`src/rtl/freq_div_prog.sv`:
```
// ============================================================================
// Module   : freq_div_prog
// Purpose  : Programmable synchronous frequency divider producing a divided
//            square wave and a one-cycle tick strobe, with glitch-free run-time
//            divisor changes and on-demand phase resync.
// Revision : 1.0 - initial release
// ============================================================================
`default_nettype none

module freq_div_prog #(
    parameter int          WIDTH       = 22,
    parameter int unsigned DEFAULT_DIV = 2097152
) (
    input  logic             clk,
    input  logic             rst_n,
    input  logic             en,
    input  logic             resync,
    input  logic             div_load,
    input  logic [WIDTH-1:0] div_in,
    output logic             clk_out,
    output logic             tick,
    output logic [WIDTH-1:0] div_cur,
    output logic             pend,
    output logic             load_err
);

    localparam logic [WIDTH-1:0] c_ZERO        = '0;
    localparam logic [WIDTH-1:0] c_ONE         = {{(WIDTH-1){1'b0}}, 1'b1};
    localparam logic [WIDTH-1:0] c_DEFAULT_DIV = WIDTH'(DEFAULT_DIV);

    logic [WIDTH-1:0] r_cnt;
    logic [WIDTH-1:0] r_div;
    logic [WIDTH-1:0] r_pdiv;
    logic             r_pend;
    logic             r_clk_out;
    logic             r_tick;
    logic             r_load_err;

    logic [WIDTH-1:0] w_div_m1;
    logic [WIDTH-1:0] w_cnt_inc;
    logic [WIDTH-1:0] w_half;
    logic             w_wrap;
    logic             w_boundary;
    logic             w_load_ok;
    logic             w_load_bad;

    // High phase is ceil(div/2) so odd divisors spend the extra cycle high.
    assign w_div_m1   = r_div - c_ONE;
    assign w_cnt_inc  = r_cnt + c_ONE;
    assign w_half     = r_div - (r_div >> 1);
    assign w_wrap     = (r_cnt == w_div_m1);
    assign w_boundary = resync | (en & w_wrap);
    assign w_load_ok  = div_load & (div_in != c_ZERO);
    assign w_load_bad = div_load & (div_in == c_ZERO);

    always_ff @(posedge clk) begin
        if (!rst_n) begin
            r_cnt     <= c_ZERO;
            r_clk_out <= 1'b0;
            r_tick    <= 1'b0;
        end else if (w_boundary) begin
            r_cnt     <= c_ZERO;
            r_clk_out <= 1'b1;
            r_tick    <= 1'b1;
        end else if (en) begin
            r_cnt  <= w_cnt_inc;
            r_tick <= 1'b0;
            if (w_cnt_inc == w_half) begin
                r_clk_out <= 1'b0;
            end
        end else begin
            r_tick <= 1'b0;
        end
    end

    // A valid load alongside resync bypasses the pending slot entirely; a load
    // on a natural wrap replaces (and thereby discards) any older pending value.
    always_ff @(posedge clk) begin
        if (!rst_n) begin
            r_div      <= c_DEFAULT_DIV;
            r_pdiv     <= c_ZERO;
            r_pend     <= 1'b0;
            r_load_err <= 1'b0;
        end else begin
            r_load_err <= w_load_bad;
            if (resync && w_load_ok) begin
                r_div  <= div_in;
                r_pend <= 1'b0;
            end else if (w_load_ok) begin
                r_pdiv <= div_in;
                r_pend <= 1'b1;
            end else if (w_boundary && r_pend) begin
                r_div  <= r_pdiv;
                r_pend <= 1'b0;
            end
        end
    end

    assign clk_out  = r_clk_out;
    assign tick     = r_tick;
    assign div_cur  = r_div;
    assign pend     = r_pend;
    assign load_err = r_load_err;

endmodule

`default_nettype wire

```
`config.mk`:
```
export PLATFORM = sky130hd
export DESIGN_NAME = freq_div_prog
export DESIGN_NICKNAME = d
export VERILOG_FILES = /design/src/rtl/freq_div_prog.sv
export SDC_FILE = /design/constraint.sdc
export NUM_CORES = 1
export LEC_CHECK = 0
export CORE_UTILIZATION = 38
export CTS_BUF_LIST = sky130_fd_sc_hd__clkbuf_8 sky130_fd_sc_hd__clkbuf_16
export CTS_CLUSTER_DIAMETER = 80
export DETAILED_ROUTE_END_ITERATION = 12
export SYNTH_ARGS = -nofsm -noshare
export SYNTH_HDL_FRONTEND = slang
export SYNTH_SLANG_ARGS = --single-unit
export TNS_END_PERCENT = 1
```
`constraint.sdc`:
```
create_clock -name clk -period 6.98 [get_ports clk]
set_input_delay 1.047 -clock clk [delete_from_list [all_inputs] [get_ports clk]]
set_output_delay 1.047 -clock clk [all_outputs]
set_load 0.1 [all_outputs]
```
Yosys cells after proc, flatten, opt, wreduce, memory -nomap -nowiden --
Index checks and enable logic that the tools add are counted.
Operators by class: reduce and logical (&&, ||, !) cells 13, add/subtract/negate cells 3, equal/unequal tests 3, muxes and demuxes 9, bitwise logic cells 6
Operator list (number):
- 2-to-1 mux 22 bit | 3
- == test 22 bit | 2
- adder 22 x 1 -> 22 bit (second input constant) | 1
- logical NOT 22 bit | 1
- nonzero test 22 bit | 1
- subtractor 22 x 1 -> 22 bit (second input constant) | 1
- subtractor 22 x 21 -> 22 bit | 1
- nonzero test 2 bit | 4
- 2-to-1 mux 1 bit | 6
- AND reduction 2 bit | 3
- OR reduction 2 bit | 2
- AND 1 bit | 3
- logical AND 1 bit | 2
- inequality test 2 x 1 -> 1 bit (second input constant) | 1
- inverter 1 bit | 2
- OR 1 bit | 1
Word-level totals: word-level logic and storage cells 41, register bits after elaboration 70, output and inout bits 26

Logic depth before layout (Yosys ltp) --
Gate-level depths: netlist (run 1).
depth in word-level cells 8, gate-level depth with buffers 12, mapped depth without buffers 12

Least setup slack after synthesis (run 1) --
No wires, ideal clock.
kind reg-to-reg, start point register r_div[0] (netlist: div_cur[0]), end point register r_clk_out (netlist: clk_out), cell stages (with the launch flop) 13, path slack 3.185 ns, data arrival time 3.673 ns, library setup time 0.122 ns, required time 6.858 ns, path through dfxtp_1 -> inv_1 -> ha_1 -> fa_1 -> or2_2 -> a221oi_2 -> o211ai_1 -> a31oi_4 -> a2111oi_0 -> a2111oi_1 -> nand4_1 -> nor4_1 -> nor2_1
On the way: cells in the longest elaborated chain, start to end 6
RTL lines:
- start: declaration | RTL line 32 | logic [WIDTH-1:0] r_div;
- start signal: assignment | RTL line 80 | r_div <= c_DEFAULT_DIV;
- start signal: assignment | RTL line 87 | r_div <= div_in;
- start signal: assignment | RTL line 93 | r_div <= r_pdiv;
- subtractor 22 x 1 -> 22 bit | RTL line 48 | assign w_div_m1 = r_div - c_ONE;
- == test 22 bit | RTL line 51 | assign w_wrap = (r_cnt == w_div_m1);
- AND 1 bit | RTL line 52 | assign w_boundary = resync | (en & w_wrap);
- OR 1 bit | RTL line 52
- nonzero test 2 bit (no line)
- AND reduction 2 bit (no line)
- end signal: assignment | RTL line 59 | r_clk_out <= 1'b0;
- end signal: assignment | RTL line 63 | r_clk_out <= 1'b1;
- end signal: assignment | RTL line 69 | r_clk_out <= 1'b0;
- end: declaration | RTL line 35 | logic r_clk_out;
Parallel ways exist; a longest one is shown, timed or not. A chain may end at the register's enable or synchronous reset.

Final worst setup path (run 1) --
start point input div_in[2], end point register r_div[1] (netlist: div_cur[1])
On the way: cells in the longest elaborated chain, start to end 5
RTL lines:
- start: declaration | RTL line 19 | input logic [WIDTH-1:0] div_in,
- nonzero test 22 bit (*) | RTL line 53 | assign w_load_ok = div_load & (div_in != c_ZERO);
- AND 1 bit (*) | RTL line 53
- logical AND 1 bit | RTL line 86 | if (resync && w_load_ok) begin
- inequality test 2 x 1 -> 1 bit (no line) or nonzero test 2 bit (tied branches)
- AND reduction 2 bit (no line)
Mark *: on every way between the ends. The rest lies on a longest branch, timed or not.

==> results of run 1 <==
[cell families (layout without fill, tap and decap cells)]
family                     Yosys count  after routing  synth area share, %
buffers and inverters               78            113                5.787
DFF                                 70             70                24.10
muxes                                5              5               0.9036
and+or+nand+nor                    285            285                25.13
xor gates and xnor gates           111            111                17.19
AOI/OAI and AO/OA                  140            140                17.08
adders and majority gates           45             45                9.811
[per-stage QoR]
stage	total power, mW	hold WS, ns	area [sq um]	util, %	instances
detailed placement	0.7905	0.4599	6414	43.47	937
finish	1.243	0.4656	6706	45.45	953
global route	1.300	0.4832	6706	45.45	953
global placement	0.7863	0.4494	6414	43.47	937
floorplan	0.7036	0.4428	5816	-	734
CTS	1.248	0.4683	6706	45.45	953
[power groups by stage]
| stage | clock network [mW] | logic [mW] | registers, mW |
|---|---|---|---|
| 6_report | 0.457 | 0.361 | 0.425 |
| 3_5_place_dp | 0 | 0.357 | 0.434 |
| 2_1_floorplan | 0 | 0.233 | 0.470 |
| 3_3_place_gp | 0 | 0.353 | 0.433 |
| 4_1_cts | 0.464 | 0.359 | 0.425 |
| 5_1_grt | 0.481 | 0.392 | 0.427 |
[state kept, by name, indices dropped and copies added, names as in the netlist]
register,flops
r_pdiv,22
clk_out,1
load_err,1
div_cur,22
r_cnt,22
tick,1
pend,1
[worst paths after layout]
kind | slack (ns) | start | end | cells past startpoint
worst max-delay path | 2.99 | div_in[2] | div_cur[1] | 9
worst max register to register | 3.13 | div_cur[0] | clk_out | 12
worst min register to register | 0.47 | r_pdiv[20] | r_pdiv[20] | 2
worst min-delay path | 0.47 | r_pdiv[20] | r_pdiv[20] | 2
[critical path, stage by stage]
cell             delay [ns]
clkdlybuf4s50_1        0.44
or4_1                  0.54
nor4_1                 0.27
nand2b_1               0.25
and2_1                 0.71
o22ai_2                0.54
nand2_1                0.18
o21ai_0                0.09
and2_1                 0.16
[routing by layer]
metal  part of all wire [%]  global-route usage [%]  vias up
li1                       -                       -     2624
met1                     47                   26.18     2408
met2                     47                   33.17      128
met3                    3.8                   2.591       18
met4                    2.1                   6.743        0
met5                      0                       0        -
[layout by cell type (no fill, tap or decap), types with 3 or more instances in the layout]
cell type,count
nand3_1,25
nor3b_1,3
and3_1,9
a21oi_1,17
xnor2_1,61
mux2i_1,3
o21a_1,4
nand2_1,87
a211oi_1,3
clkbuf_16,9
clkdlybuf4s50_1,52
inv_1,41
nor2_1,53
nand4_1,21
o21ai_1,18
a22oi_1,20
nor4_1,12
o21ai_0,9
nand2b_1,7
o2111ai_1,4
o211ai_1,5
o31ai_1,7
ha_1,44
a31oi_1,4
xor2_1,48
nor3_1,15
dfxtp_1,70
nor2b_1,7
or2_2,4
or4_1,3
or3_1,4
a21boi_0,23
buf_4,4
and2_1,21
[cell type report]
cell class	count	area (sq um)	share of cell area, %
clock inverters	6	53.80	0.8022
clock buffers	10	239.0	3.563
flip-flops and latches	70	1401	20.90
inverters	41	153.9	2.295
multi-input cells	586	4078	60.80
repair buffers	56	550.5	8.209
well taps	184	230.2	3.433
==> metrics.csv, run 1 <==
stage,metric,value,unit
outcome,status,completed,
power,Sw Pwr,0.4275,mW
job,Max Cap Violations,0,
synth,cells after synthesis,734,
grt,first-pass GRT wire length,25230,microns
clocking,cts bufs inserted,9,
die,die width,125.7,microns
power,sequential group share of total power,34.2,%
die,core area,14750,sq um
placed_design,IO Port Bufs,52,
synth,"Cell Area, Synth",5816,sq um
placed_design,post-DP HPWL,11840,microns
sta,fin crit share,57.21,%
grt,antenna violations before repair,0,
synth,Netlist cell types,71,
sta,min Tclk post-route,3.994,ns
sta,max-slew violation count,0,
synth,ranking of synthesized cells by area,"dfxtp_1, ha_1, xnor2_1, xor2_1, nand2_1",
routing,number of iterations in the first detailed-routing pass,5,
power,Power Density,185.3,nW/um^2
die,Ports,53,
routing,final WL,15240,microns
clocking,Clock Pin Slew Worst Setup and Hold Paths,0.06,ns
worst_setup_path,Critical Path RT,7.22,ns
clocking,post-cts resize count,0,
synth,largest area contributor in the synthesized netlist,dfxtp_1,
synth,Ys Warns,0,
routing,post-route ant nets,0,
routing,vias after detailed routing,5178,
power,switching power share of the total,34.40,%
finish,area delta synth->final,15.32,%
synth,top-count cell post-synth,nand2_1,
clocking,cts hold-fix bufs,0,
synth,share of the synthesized area in the top cell type,24.10,%
clocking,"Setup Fix Bufs, Post-CTS",0,
die,Initial Utilization,39.42,%
clocking,CTS Buffer Depth,2,
sta,Final Skew,0.008376,ns
synth,commonest cells in the netlist,"nand2_1, dfxtp_1, xnor2_1",
clocking,depth of the CTS H-tree,3,
sta,"Setup violations, final",0,
worst_setup_path,crit path capture type,flop,
die,Row Count,44,
clocking,clk_lat worst skew,0.34,ns
power,Leak Pwr,2.464,nW
clocking,clk sinks,70,
worst_setup_path,critical path peak fanout,23,
grt,grt ovf,0,
routing,DRC viols,0,
power,Clk pwr share,36.8,%
finish,fillcell total,1486,
finish,final net count,836,
worst_setup_path,CP Launch Type,input pin,
sta,setup repair after global routing missed its margin,false,
finish,share of cells above drive strength 1,4.811,%
synth,#FFs+latches synth,70,
finish,diode count,0,
synth,post-synthesis sequential area ratio,24.10,%
sta,"Hold Vio Cnt, Final",0,
power,design internal power,0.8151,mW
placed_design,post-place setup slack,2.622,ns
synth,Synth Area per Inst,7.923,sq um
clocking,CTS tree,yes,
grt,Tot GR Track Use,19.82,%
worst_setup_path,crit path kind,input pin to flop,
power,VDD IR max,100.2,uV
worst_hold_path,worst hold path class,flop to flop,
grt,vias in the first global route,4965,
die,die footprint,15800,sq um
synth,Mapped Nets,806,
routing,DR iter-0 viols,332,
clocking,Root Driver,clkbuf_16,
sta,worst slew margin relative to its limit,32.54,%
worst_setup_path,crit path DAT,4.23,ns
placed_design,GPL Wtd Cong,0.8791,
sta,Tightest Pin Transition,1.009,ns
synth,"Top FF cell, synth",dfxtp_1,
synth,Post-synth EDFFs,0,
routing,drt via density,5.433,
sta,Final Worst Setup Slack,2.986,ns
grt,largest net degree at the start of global routing,50,
sta,Achievable Freq,250.4,MHz
die,Die H,125.7,microns
sta,setup TNS,0,ns
power,Gate power share,29.1,%
synth,fraction of registers with async set/reset,0,%
routing,Wirelength per Cell,15.99,microns
Note: power is estimated with default switching activity, not from simulation.
==> run 2: changes to the inputs <==
Clock period 6.98 ns to 3.45 ns, I/O delays scaled along.
==> run 2 against run 1 <==
Effect of this change: cell count is 1.6% higher; via count is 0.98% higher; sequential share of layout area is 0.51 points lower; largest cell class unchanged; cell area is 2.8% higher.
==> metrics.csv, run 2 (same netlist as run 1, synthesis figures left out) <==
stage,metric,value,unit
grt,antenna violations before repair,0,
worst_setup_path,CP Launch Type,flop,
worst_setup_path,critical path's top delay family,compound AO/OA/AOI/OAI gates,
sta,"Hold Vio Cnt, Final",0,
clocking,Clock Pin Slew Worst Setup and Hold Paths,0.06,ns
placed_design,IO Port Bufs,52,
routing,vias after detailed routing,5229,
worst_setup_path,R2R Setup Slk,0.16,ns
clocking,clk sinks,70,
routing,drt via density,5.402,
finish,"most common cell after layout, fill and taps aside",nand2_1,
worst_setup_path,CP max-delay cell,fa_1,
worst_setup_path,Worst Path Buf+Inv,1,
power,design internal power,1.797,mW
finish,fillcell total,1445,
finish,share of cells above drive strength 1,7.270,%
grt,grt ovf,0,
finish,diode count,0,
die,Ports,53,
worst_setup_path,Critical Path RT,3.68,ns
worst_setup_path,Reg2Reg Depth,12,
routing,final WL,15750,microns
clocking,clk_lat worst skew,0.35,ns
finish,most frequent cells in the layout,"nand2_1, dfxtp_1, xnor2_1",
clocking,depth of the CTS H-tree,3,
worst_setup_path,crit path DAT,3.51,ns
placed_design,post-DP HPWL,12310,microns
power,Clk pwr share,39.2,%
sta,Final Skew,0.009037,ns
clocking,CTS Buffer Depth,2,
worst_setup_path,Worst R2R End,clk_out,
outcome,status,completed,
routing,number of iterations in the first detailed-routing pass,5,
die,die footprint,15800,sq um
finish,Finished Layout Cells,968,
placed_design,GPL Wtd Cong,0.8821,
routing,post-route ant nets,0,
placed_design,dpl cell area,6540,sq um
worst_setup_path,Reg-to-Reg Start,div_cur[0],
power,Sw Pwr,0.8575,mW
power,Gate power share,28.5,%
worst_setup_path,critical path peak fanout,6,
finish,area delta synth->final,18.55,%
placed_design,placed insts,952,
grt,first-pass GRT wire length,26380,microns
die,die width,125.7,microns
worst_setup_path,worst stage delay on the critical path,0.43,ns
grt,largest net degree at the start of global routing,29,
worst_setup_path,Critical path origin,div_cur[0],
sta,Achievable Freq,304.2,MHz
power,Power Density,385.0,nW/um^2
worst_setup_path,crit path capture,clk_out,
routing,DRC viols,0,
sta,max-slew violation count,0,
worst_hold_path,worst hold path class,flop to flop,
sta,setup repair after global routing missed its margin,true,
power,switching power share of the total,32.31,%
clocking,CTS tree,yes,
sta,worst slew margin relative to its limit,33.18,%
sta,Tightest Pin Transition,0.9992,ns
die,Row Count,44,
routing,Wirelength per Cell,16.27,microns
worst_setup_path,CP Depth,12,
worst_setup_path,crit path capture type,flop,
clocking,cts bufs inserted,9,
sta,Hold WS,0.4626,ns
clocking,cts hold-fix bufs,0,
sta,fin crit share,95.28,%
finish,post-route design area,6894,sq um
sta,min Tclk post-route,3.287,ns
routing,DR iter-0 viols,348,
job,Max Cap Violations,0,
clocking,Root Driver,clkbuf_16,
grt,vias in the first global route,5203,
die,Initial Utilization,39.42,%
die,core area,14750,sq um
die,Die H,125.7,microns
grt,Tot GR Track Use,20.84,%
power,sequential group share of total power,32.3,%
worst_setup_path,crit path kind,flop to flop,
sta,"Setup violations, final",0,
worst_setup_path,CP Cell Sequence,inv_1 -> ha_1 -> fa_1 -> or2_2 -> a221oi_4 -> o211ai_1 -> a31oi_4 -> a2111oi_0 -> a2111oi_1 -> nand4_1 -> nor4_2 -> nor2_1,
power,VDD IR max,279.1,uV
sta,setup TNS,0,ns
power,Leak Pwr,2.571,nW
finish,final net count,852,
==> run 2: cell types whose count changed in the layout (fill, tap and decap cells not counted), sizes merged <==
cell	delta
inv	-2
buf	+17
clkinvlp	-1
clkdlybuf4s50	-1
bufinv	+2
==> run 2: worst min path at each step <==
stage / from / endpoint / cells past startpoint
after floorplan: r_pdiv[0] / r_pdiv[0] / 2
after global placement: r_pdiv[20] / r_pdiv[20] / 2
after detailed placement: r_pdiv[20] / r_pdiv[20] / 2
after CTS: r_pdiv[20] / r_pdiv[20] / 2
after global routing: r_pdiv[18] / r_pdiv[18] / 2
final: r_pdiv[20] / r_pdiv[20] / 2
==> run 2: routing by layer <==
layer	track usage [%]	vias up	wire length (microns)
met2	35.29	118	7404
met1	27.01	2453	7403
met5	0	-	0
met3	2.804	24	655
met4	7.532	0	286
li1	-	2634	-
==> run 2: final cells by class <==
type	instances	area (sq um)	area share (%)
Clock buffer	10	239.0	3.466
Clock inverter	5	82.58	1.198
Tap cell	184	230.2	3.339
Timing Repair Buffer	72	680.7	9.873
Sequential cell	70	1405	20.38
Multi-Input combinational cell	586	4103	59.51
Inverter	41	153.9	2.232
==> run 2: what timing repair did <==
item / in CTS / in global routing
setup buffers: 0 / 1
hold endpoints to repair: 0 / 0
setup endpoints to repair: 0 / 2
gates resized for setup: 0 / 3
==> run 2: power groups by stage <==
stage | clock network (mW) | logic (mW) | registers, mW
floorplan | 0 | 0.472 | 0.952
global placement | 0 | 0.727 | 0.875
detailed placement | 0 | 0.737 | 0.875
CTS | 1.06 | 0.741 | 0.857
global route | 1.09 | 0.820 | 0.860
finish | 1.04 | 0.756 | 0.857
==> run 2: per-stage QoR <==
stage | utilization [%] | worst slack [ns] | power [mW]
3_3_place_gp | 44.33 | 0.2206 | 1.602
3_5_place_dp | 44.33 | 0.1157 | 1.612
6_report | 46.73 | 0.1628 | 2.654
2_1_floorplan | - | 0.007192 | 1.424
5_1_grt | 46.73 | 0.002422 | 2.775
4_1_cts | 46.51 | 0.1128 | 2.658
==> run 2: worst min-delay path: stages (launching register included) <==
cell,delay [ns]
dfxtp_1,0.31
nand2_1,0.05
a21boi_0,0.06
==> run 3: changes to the inputs <==
Settings changed: CTS_BUF_LIST sky130_fd_sc_hd__clkbuf_8 sky130_fd_sc_hd__clkbuf_16 to sky130_fd_sc_hd__clkbuf_8.
==> run 3 against run 2 <==
Effect of this change: clock skew is 0.0040 ns higher; via count is 0.17% higher; sequential share of layout area is 0.23 points higher; setup slack worse by 0.023 ns; total power is 8.9% lower; largest cell class unchanged.
==> metrics.csv, run 3 (same netlist as run 1, synthesis figures left out) <==
stage,metric,value,unit
outcome,status,completed,
grt,Tot GR Track Use,20.83,%
sta,setup TNS,0,ns
routing,DRC viols,0,
finish,register area,1408,sq um
routing,post-route ant nets,0,
worst_setup_path,CP Launch Type,flop,
power,VDD IR max,260.3,uV
die,Die H,125.7,microns
routing,final WL,15890,microns
die,Initial Utilization,39.42,%
grt,largest net degree at the start of global routing,29,
sta,Tightest Pin Transition,1.002,ns
worst_setup_path,Critical Path RT,3.69,ns
die,core area,14750,sq um
grt,first-pass GRT wire length,26380,microns
sta,Final Skew,0.01305,ns
routing,Wirelength per Cell,16.39,microns
worst_setup_path,critical path peak fanout,6,
worst_setup_path,crit path capture type,flop,
placed_design,post-place setup slack,0.1157,ns
clocking,Root Driver,clkbuf_8,
sta,"Hold Vio Cnt, Final",0,
finish,final net count,854,
clocking,CTS Buffer Depth,2,
routing,vias after detailed routing,5238,
placed_design,GPL Wtd Cong,0.8821,
worst_setup_path,crit path kind,flop to flop,
power,Leak Pwr,2.540,nW
sta,max-slew violation count,0,
clocking,Clock Pin Slew Worst Setup and Hold Paths,0.09,ns
sta,min Tclk post-route,3.310,ns
job,Max Cap Violations,0,
routing,number of iterations in the first detailed-routing pass,5,
worst_hold_path,worst hold path class,flop to flop,
sta,setup repair after global routing missed its margin,false,
sta,Final Worst Setup Slack,0.1400,ns
clocking,clk sinks,70,
sta,Achievable Freq,302.1,MHz
finish,diode count,0,
clocking,CTS tree,yes,
placed_design,IO Port Bufs,52,
die,Row Count,44,
worst_setup_path,R2R Setup Slk,0.14,ns
die,Ports,53,
clocking,cts bufs inserted,9,
placed_design,placed insts,952,
power,Power Density,354.0,nW/um^2
finish,area delta synth->final,17.45,%
clocking,clk_lat worst skew,0.37,ns
finish,"most common cell after layout, fill and taps aside",nand2_1,
clocking,cts hold-fix bufs,0,
clocking,depth of the CTS H-tree,3,
sta,"Setup violations, final",0,
die,die footprint,15800,sq um
finish,fillcell total,1453,
finish,most frequent cells in the layout,"nand2_1, dfxtp_1, xnor2_1",
worst_setup_path,crit path DAT,3.55,ns
grt,vias in the first global route,5196,
placed_design,post-DP HPWL,12310,microns
routing,drt via density,5.400,
routing,DR iter-0 viols,324,
sta,fin crit share,95.94,%
finish,share of cells above drive strength 1,8.015,%
sta,worst slew margin relative to its limit,33.00,%
grt,antenna violations before repair,0,
finish,multi-input logic area,4123,sq um
finish,Finished Layout Cells,970,
die,die width,125.7,microns
grt,grt ovf,0,
## run 3: changes by cell type in the layout (fill, tap and decap cells not counted), moves of 2 or more
cell / previous run / this run
buf_4: 20 / 22
clkbuf_16: 9 / 0
clkbuf_8: 1 / 10
a2111oi_2: 0 / 2
## run 3: cell type report
type / count / area share (%)
tap: 184 / 3.371
clock buffer: 10 / 2.015
clock inverter: 5 / 1.209
timing repair buffer: 74 / 10.19
sequential: 70 / 20.61
inverter: 41 / 2.253
multi-input combinational: 586 / 60.36
## run 3: routing by layer
layer,global-route usage [%],up-vias,wire [microns]
met1,27.17,2460,7544
met3,2.634,17,571
met4,7.532,0,266
met2,35.20,118,7511
li1,-,2643,-
met5,0,-,0
## run 3: worst max-delay path: stages (launching register included)
cell and delay [ns]:
dfxtp_4 0.38, inv_1 0.09, ha_1 0.23, fa_2 0.38, or2_2 0.33, a221oi_4 0.27
o211ai_1 0.19, a31oi_4 0.30, buf_4 0.16, nor2_1 0.04, nor4b_2 0.34, nand4_1 0.16
nor4_2 0.25, nor2_1 0.07
## run 3: power breakdown
group          switching, mW  internal (mW)
combinational          0.456          0.325
sequential            0.0246          0.831
clock                  0.355          0.426
total                  0.836           1.58
## run 3: through the flow
step / util [%] / total power, mW / hold WS [ns] / instance area [sq um]
6_report: 46.29 / 2.418 / 0.4663 / 6830
2_1_floorplan: - / 1.424 / 0.4428 / 5819
5_1_grt: 46.29 / 2.535 / 0.4835 / 6830
3_3_place_gp: 44.33 / 1.602 / 0.4488 / 6540
3_5_place_dp: 44.33 / 1.612 / 0.4575 / 6540
4_1_cts: 45.82 / 2.403 / 0.4683 / 6760
## run 3: worst paths after layout
kind / cells past startpoint / from / end
max: 13 / div_cur[0] / clk_out
min: 2 / r_pdiv[18] / r_pdiv[18]
max reg2reg: 13 / div_cur[0] / clk_out
min reg2reg: 2 / r_pdiv[18] / r_pdiv[18]
## run 3: what timing repair did
item / in CTS / in global routing
resized for setup: 0 / 9
buffers inserted: 0 / 3
endpoints found under the setup margin: 0 / 3
